[src/rtl/minibus_arbiter.sv]
// minibus_arbiter: round-robin arbiter sharing one minibus slave port among N_MASTERS requesters;
// registers the winning request, routes the response back, and converts a hung slave into an error.
module minibus_arbiter #(
    parameter int N_MASTERS  = 4,
    parameter int DATA_WIDTH = 32,
    parameter int ADDR_WIDTH = 32,
    parameter int TIMEOUT    = 16
) (
    input  logic                            clk,
    input  logic                            nrst,
    input  logic [N_MASTERS-1:0]            m_ren,
    input  logic [N_MASTERS-1:0]            m_wen,
    input  logic [N_MASTERS*ADDR_WIDTH-1:0] m_addr,
    input  logic [N_MASTERS*DATA_WIDTH-1:0] m_wdata,
    input  logic [N_MASTERS*2-1:0]          m_width,
    output logic [N_MASTERS-1:0]            m_ack,
    output logic [N_MASTERS-1:0]            m_err,
    output logic [DATA_WIDTH-1:0]           m_rdata,
    output logic                            s_sel,
    output logic                            s_ren,
    output logic                            s_wen,
    output logic [ADDR_WIDTH-1:0]           s_addr,
    output logic [DATA_WIDTH-1:0]           s_wdata,
    output logic [1:0]                      s_width,
    input  logic                            s_ack,
    input  logic                            s_err,
    input  logic [DATA_WIDTH-1:0]           s_rdata,
    output logic [$clog2(N_MASTERS)-1:0]    grant_id,
    output logic                            busy
);
    localparam int GW = $clog2(N_MASTERS);
    localparam int CW = $clog2(TIMEOUT);

    typedef enum logic {IDLE, BUSY} state_t;

    state_t                 r_state, w_next;
    logic [GW-1:0]          r_last, r_gid, w_win, w_idx;
    logic [CW-1:0]          r_cnt;
    logic                   r_ren, r_wen;
    logic [ADDR_WIDTH-1:0]  r_addr;
    logic [DATA_WIDTH-1:0]  r_wdata;
    logic [1:0]             r_width;
    logic [N_MASTERS-1:0]   w_req, w_onehot;
    logic                   w_any, w_busy, w_tmo, w_done;

    assign w_req    = m_ren | m_wen;
    assign w_busy   = (r_state == BUSY);
    assign w_tmo    = (r_cnt == CW'(TIMEOUT - 1));
    assign w_done   = w_busy && (s_ack || s_err || w_tmo);
    assign w_onehot = {{(N_MASTERS-1){1'b0}}, 1'b1} << r_gid;

    // Scan from farthest to nearest so the requester closest after r_last is the final assignment.
    always_comb begin
        w_win = r_last;
        w_any = 1'b0;
        w_idx = '0;
        for (int k = N_MASTERS; k >= 1; k--) begin
            w_idx = GW'((int'(r_last) + k) % N_MASTERS);
            if (w_req[w_idx]) begin
                w_win = w_idx;
                w_any = 1'b1;
            end
        end
    end

    always_comb begin
        w_next = r_state;
        if (r_state == IDLE && w_any)
            w_next = BUSY;
        else if (w_done)
            w_next = IDLE;
    end

    always_ff @(posedge clk or negedge nrst) begin
        if (!nrst)
            r_state <= IDLE;
        else
            r_state <= w_next;
    end

    always_ff @(posedge clk or negedge nrst) begin
        if (!nrst) begin
            r_last  <= GW'(N_MASTERS - 1);
            r_gid   <= '0;
            r_cnt   <= '0;
            r_ren   <= 1'b0;
            r_wen   <= 1'b0;
            r_addr  <= '0;
            r_wdata <= '0;
            r_width <= '0;
        end else if (!w_busy && w_any) begin
            r_last  <= w_win;
            r_gid   <= w_win;
            r_cnt   <= '0;
            r_ren   <= m_ren[w_win];
            r_wen   <= m_wen[w_win];
            r_addr  <= m_addr[w_win*ADDR_WIDTH +: ADDR_WIDTH];
            r_wdata <= m_wdata[w_win*DATA_WIDTH +: DATA_WIDTH];
            r_width <= m_width[w_win*2 +: 2];
        end else if (w_busy && !w_done) begin
            r_cnt   <= r_cnt + 1'b1;
        end
    end

    // Ack wins over the timeout in the last allowed cycle, so the timeout error needs !s_ack.
    assign m_ack    = (w_busy && s_ack) ? w_onehot : '0;
    assign m_err    = (w_busy && (s_err || (!s_ack && w_tmo))) ? w_onehot : '0;
    assign m_rdata  = (w_busy && s_ack) ? s_rdata : '0;
    assign s_sel    = w_busy;
    assign busy     = w_busy;
    assign s_ren    = r_ren;
    assign s_wen    = r_wen;
    assign s_addr   = r_addr;
    assign s_wdata  = r_wdata;
    assign s_width  = r_width;
    assign grant_id = r_gid;
endmodule

[config.mk]
export PLATFORM = sky130hd
export DESIGN_NAME = minibus_arbiter
export DESIGN_NICKNAME = d
export VERILOG_FILES = /design/src/rtl/minibus_arbiter.sv
export SDC_FILE = /design/constraint.sdc
export NUM_CORES = 1
export LEC_CHECK = 0
export ABC_AREA = 1
export BUFFER_PORTS_ARGS = -buffer_cell sky130_fd_sc_hd__buf_4
export CORE_AREA = 2 2 162 164
export CTS_CLUSTER_DIAMETER = 40
export DETAILED_ROUTE_END_ITERATION = 12
export DIE_AREA = 0 0 164 166
export SLEW_MARGIN = 5
export SYNTH_ARGS = -nofsm -noshare
export SYNTH_HDL_FRONTEND = slang
export SYNTH_SLANG_ARGS = --single-unit
[constraint.sdc]
create_clock -name clk -period 5.6 [get_ports clk]
set_input_delay 0.84 -clock clk [delete_from_list [all_inputs] [get_ports clk]]
set_output_delay 0.84 -clock clk [all_outputs]
set_load 0.01 [all_outputs]
==> metrics.txt, run 1 <==
sequential fraction of the synthesis area 26.53%; final wirelength 26.82 mm; crit start category register; fin. max-slew vios 0; height of the die 166 µm; most frequent CP cell nand2_1; Period minus WS final 3500 ps; Initial Utilization 28.39%; Die Footprint 27,220 µm²; Post-DRT Antenna Nets 0; Reg-to-Reg Start r_last[0]; # IOs 420; layout cells sized above 1 30.84%; largest net degree at the start of global routing 76; ANT cells 0; nets@finish 1,935; Comb pwr share 75.1%; core box area 25,620 µm²; post-synthesis to final-layout area growth 47.21%; final estimated routing congestion in global placement 0.9160; Root Buffer clkbuf_16; Syn Area/Cell 5.749 µm²; reg2reg end s_wdata[10]; Top Usage Layer GRT met2; fin crit share 62.49%; Yosys cell types 22; GR Layer Usage met3 4.845%; delay-heaviest family, CP simple AND/OR/NAND/NOR gates; Worst R2R Setup Slack 2100 ps; DRT Pass-1 Iters 5; synthesized netlist cell count 1,265; CP max-delay cell nand2_4; R2R depth 14; cts repair resizes 0; total CTS buffers 9; Design Area, Final 10,710 µm²; PwrDens 614.8 nW/µm²; gr ovfl total 0; cts hold-fix bufs 0; post-synthesis register bit count 77; Synth Area in Simple Gates 48.31%; number of global-route vias before repair 8,234; Sw Share 55.32%; Compound-Gate Fraction of Synth Area 0.8775%; CP Max Fanout 69; post-synthesis mux area share 0%; worst setup path endpoint s_wdata[10]; post-detail-place hpwl 19.71 mm; Clock Path Buffers 2; Max Clock Freq 285.8 MHz; total power 6.582 mW; CTS sink count 77; Synth Cell Area 7272 µm²; clock slew at reported path FFs 70 ps; M1 GR Usage 22.69%; Crit. Startpoint r_last[0]; TritonCTS clock tree done; vias post-DR 8,730; Static Leakage 6.897 nW; Post-Synth XOR/XNOR Area 0.1204%; WP buf/inv 3; Hold Vio Cnt, Final 0; NetSw 3.641 mW; max cap viols 0; initial antenna violation count 0; vias per cell 4.440; # Post-CTS Setup Buffers 0; first-pass GRT wire length 41.92 mm; Port Buffers 419; Clk Latency, worst-skew pair 340 ps; Clk pwr share 9.0%; crit path cell chain inv_6 > nand2_1 > nand3_1 > nand2_2 > inv_2 > nand2_4 > nand3_4 > nand2_4 > buf_12 > nand2_1 > nand3_1 > nand2_1 > nand2_1 > nand2_1; total internal power 2.941 mW; crit path DAT 3730 ps; grt met2 use 34.23%; Least-Margin Pin Slew 1056 ps; Worst path max stage delay 820 ps; Synth Area in Adders 0.1721%; GR Util All Layers 19.33%; endpoints failing setup 0; DR WL/cell 13.64 µm; Die X 164 µm; CP endpoint kind register; worst path required time 5830 ps; RSZ-0062 raised after global routing no; Placed Area 10,410 µm²; largest family of logic cells by synthesized area simple AND/OR/NAND/NOR gates; yosys warns 0; Setup Skew 8.182 ps; type of the worst min-delay path in2async; outcome completed; WP depth 14; row cnt 59; Setup TNS Final 0 ps; slew margin rel. 29.34%; Syn Nets 1,574; H-tree depth 3; Post-route DRC 0; Critical Setup Path Class reg2reg; DR iter-0 viols 467; sequential share of power 15.9%; worst ir drop on vdd 0.0003100 V
-- cell families after synthesis --
family          Yosys count
compound gates           10
flops                    77
simple gates            776
buf+inv                 400
fa+ha+maj                 1
xor+xnor                  1
-- metrics by stage --
step | instances | setup slack [ps] | hold slack (ps) | util [%]
6_report | 1966 | 2100 | 271.0 | 41.79
5_1_grt | 1966 | 1776 | 250.0 | 41.79
4_1_cts | 1966 | 2103 | 251.7 | 41.79
3_5_place_dp | 1950 | 1815 | 466.4 | 40.65
3_3_place_gp | 1950 | 1899 | 463.4 | 40.65
2_1_floorplan | 1265 | 3346 | 511.3 | -
-- area by class of cell --
| type | count | area (µm²) |
|---|---|---|
| clock inverters | 6 | 63.81 |
| flip-flops and latches | 77 | 1929 |
| inverters | 321 | 1210 |
| multi-input cells | 788 | 3621 |
| fillers | 2802 | 14910 |
| repair buffers | 429 | 3233 |
| clock buffers | 10 | 229.0 |
| well taps | 335 | 419.2 |
-- sequential cells by signal, indices dropped and copies added (netlist names) --
signal / cells
busy: 1
grant_id: 2
r_cnt: 4
r_last: 2
s_addr: 32
s_ren: 1
s_wdata: 32
s_wen: 1
s_width: 2
-- layer usage --
metal,vias to the layer above,share of wire [%]
met5,-,0
met4,0,2.5
met3,35,8.7
met2,345,49
met1,3906,40
li1,4444,-
-- Yosys cell counts --
cell type,n,area (µm²)
inv_2,5,18.77
buf_4,4,30.03
nand2_1,436,1637
buf_1,2,7.510
nor3_1,10,50.05
clkbuf_1,15,56.30
nor2_1,42,157.7
ha_1,1,12.51
dfstp_2,2,52.55
xor2_1,1,8.760
o21ai_0,7,35.03
o21ai_4,1,16.27
dfrtp_1,75,1877
inv_6,1,8.760
nand3_1,239,1196
inv_1,315,1182
buf_2,34,170.2
o22ai_1,2,12.51
nand2_2,5,31.28
nand2_4,1,11.26
buf_6,24,270.3
nand3_2,43,430.4
-- how the worst min path moves through the flow --
stage                start           to  slack (ps)
3_5_place_dp   s_wdata[17]  s_wdata[17]         470
5_1_grt               nrst    s_addr[3]         250
2_1_floorplan     r_cnt[3]     r_cnt[3]         510
6_report              nrst    s_addr[3]         270
3_3_place_gp     s_addr[7]    s_addr[7]         460
4_1_cts               nrst    s_addr[3]         250
-- cell usage in the layout (no fill, tap or decap), types with 2 or more instances in the layout --
cell type,instances
nand3_4,2
nand2_4,2
nand3_2,41
o21ai_0,7
inv_2,5
dfstp_2,2
dfrtp_1,75
clkinvlp_4,2
nor3_1,10
clkbuf_16,9
o22ai_1,2
buf_4,428
inv_1,315
nor2_1,42
nand2_1,435
clkinv_2,2
nand3_1,239
nand2_2,5
-- worst register-to-register path: cells and delay by family (launching register included) --
| kind | cells | cell delay, ps |
|---|---|---|
| DFF | 1 | 680 |
| and+or+nand+nor | 11 | 2230 |
| buffers and inverters | 3 | 490 |
-- power groups by stage --
| stage | clock [mW] | combinational, mW | sequential, mW |
|---|---|---|---|
| 2_1_floorplan | 0 | 3.67 | 1.14 |
| 3_3_place_gp | 0 | 4.97 | 1.04 |
| 3_5_place_dp | 0 | 5.02 | 1.05 |
| 4_1_cts | 0.616 | 5.02 | 1.05 |
| 5_1_grt | 0.634 | 5.63 | 1.08 |
| 6_report | 0.593 | 4.94 | 1.05 |
Power figures use the tool's default switching activity.
==> inputs of run 2 (changes only) <==
- CORE_AREA: 2 2 162 164 -> 2 2 163 165
- DIE_AREA: 0 0 164 166 -> 0 0 165 167
- clock period: 5.6 -> 2.8 ns (I/O delays scaled with it)
==> run 2 against run 1 <==
  * Via count rose by 0.29%
  * Non-clock buffer count rose by 11
  * Hold slack got worse by 44 ps
  * Flip-flop and latch count is the same
  * Final cell count increased by 0.61%
  * Highest routed layer unchanged
  * Largest power group unchanged
==> metrics.txt, run 2 (synthesis gave the netlist of run 1 again) <==
Period minus WS final 2557 ps (-942.7 ps); Static Leakage 7.015 nW (+1.7%); worst path required time 3070 ps (-2760 ps); layout cells sized above 1 31.18% (+0.34 points); largest net degree at the start of global routing 88 (+16%); DRT Pass-1 Iters 5 (unchanged); clock slew at reported path FFs 60 ps (about the same); cts hold-fix bufs 0 (unchanged); crit path DAT 2830 ps (-900 ps); WP buf/inv 3 (unchanged); post-detail-place hpwl 19.99 mm (+1.4%); commonest cells after routing, fill and taps aside 435 x nand2_1, 432 x buf_4, 315 x inv_1; outcome completed; Placed Area 10,580 µm² (+1.6%); row cnt 59 (unchanged); GR Layer Usage met3 4.633% (-0.21 points); Crit. Startpoint r_last[0]; final wirelength 26.53 mm (-1.1%); most common cell after layout, fill and taps aside nand2_1; Post-route DRC 0 (unchanged); delay-heaviest family, CP simple AND/OR/NAND/NOR gates; Initial Utilization 28.23% (-0.16 points); Hold Worst Slack 227.0 ps (-44.00 ps); Setup Skew 9.789 ps (+1.607 ps); height of the die 167 µm (+0.60%); crit start category register; core box area 25,760 µm² (+0.58%); PwrDens 1274 nW/µm² (+110%); Max Clock Freq 391.1 MHz (+37%); M1 GR Usage 23.22% (+0.53 points); slew margin rel. 31.72% (+2.4 points); max cap viols 0 (unchanged); Critical Setup Path Class reg2reg; CP max-delay cell dfstp_2; Setup TNS Final 0 ps (unchanged); post-synthesis to final-layout area growth 50.46%; total power 13.94 mW (+110%); # IOs 420 (unchanged); Util after Layout 42.47% (+0.68 points); fin. max-slew vios 0 (unchanged); DR iter-0 viols 386 (-17%); Design Area, Final 10,940 µm² (+2.2%); Clock Path Buffers 2 (unchanged); worst ir drop on vdd 0.001064 V (+240%); GR Util All Layers 19.05% (-0.28 points); CP Max Fanout 46 (-33%); number of global-route vias before repair 8,461 (+2.8%); crit path cell chain inv_6 > nand2_1 > nand3_2 > nand2_2 > nor2_1 > nand2_1 > nand2_2 > inv_2 > buf_4 > nand3_1 > nand2_1 > nand2_1 > nand2_1; endpoints failing setup 0 (unchanged); Final Non-Filler Cells 1,978 (+0.61%); vias per cell 4.426 (-0.32%); Post-DRT Antenna Nets 0 (unchanged); Port Buffers 419 (unchanged); TritonCTS clock tree done; nets@finish 1,946 (+0.57%); type of the worst min-delay path in2async; initial antenna violation count 1 (+1); dpl ws 262.7 ps (-1552 ps); Least-Margin Pin Slew 1024 ps (-31.70 ps); gr ovfl total 0 (unchanged); most frequent CP cell nand2_1; Die Footprint 27,560 µm² (+1.2%); setup ws final 243.1 ps (-1857 ps); final estimated routing congestion in global placement 0.8746 (-4.5%); Worst path max stage delay 660 ps (-160 ps); Hold Vio Cnt, Final 0 (unchanged); Reg-to-Reg Start r_last[0]; placed insts 1,961 (+0.56%); Top Usage Layer GRT met2; Root Buffer clkbuf_16; vias post-DR 8,755 (+0.29%); total CTS buffers 9 (unchanged); Die X 165 µm (+0.61%); RSZ-0062 raised after global routing no; CTS sink count 77 (unchanged); grt met2 use 32.86% (-1.4 points); Clk Latency, worst-skew pair 340 ps (about the same); Fillers 2,806 (+0.14%); fin crit share 91.32% (+29 points); first-pass GRT wire length 42.12 mm (+0.48%); DR WL/cell 13.41 µm (-1.7%); # Post-CTS Setup Buffers 0 (unchanged); H-tree depth 3 (unchanged); CP endpoint kind register; cts repair resizes 0 (unchanged)
-- run 2: changes by cell type in the layout (fill, tap and decap cells not counted), sizes merged --
cell,delta
bufinv,+3
clkinvlp,-2
buf,+11
diode,+1
clkinv,-3
clkbuf,+2
-- run 2: per-layer routing --
layer	routed length [µm]	part of all wire, %	up-vias
met4	535	2.0	0
met5	0	0	-
met3	2383	9.0	35
li1	-	-	4464
met2	12650	48	338
met1	10960	41	3918
-- run 2: report_power, final --
group          switching, mW  leakage [nW]  internal [mW]
Sequential             0.346         0.944           1.73
Clock                  0.473         0.171          0.964
Combinational           6.56          5.90           3.87
-- run 2: worst reg2reg max path, cell delays in order, from the launching register on --
cell	delay [ps]
dfstp_2	660
inv_6	80
nand2_1	110
nand3_2	120
nand2_2	110
nor2_1	40
nand2_1	70
nand2_2	80
inv_2	200
buf_4	570
nand3_1	230
nand2_1	130
nand2_1	50
nand2_1	60
-- run 2: layout make-up --
type | instances | area (µm²) | share of cell area (%)
Multi-Input combinational cell | 788 | 3621 | 33.09
Clock inverter | 4 | 120.1 | 1.098
Timing Repair Buffer | 440 | 3403 | 31.10
Antenna cell | 1 | 2.502 | 0.02287
Inverter | 321 | 1210 | 11.06
Tap cell | 335 | 419.2 | 3.831
Clock buffer | 12 | 236.5 | 2.161
Sequential cell | 77 | 1929 | 17.63
-- run 2: worst paths after layout --
kind / slack (ps) / end / depth (start not counted)
setup / recovery: 240 / s_addr[12] / 13
hold / removal: 230 / s_addr[17] / 1
setup reg to reg: 240 / s_addr[12] / 13
hold reg to reg: 480 / s_addr[20] / 2
max in group asynchronous: 1870 / s_wdata[1] / 1
min in group clk: 380 / r_cnt[2] / 4
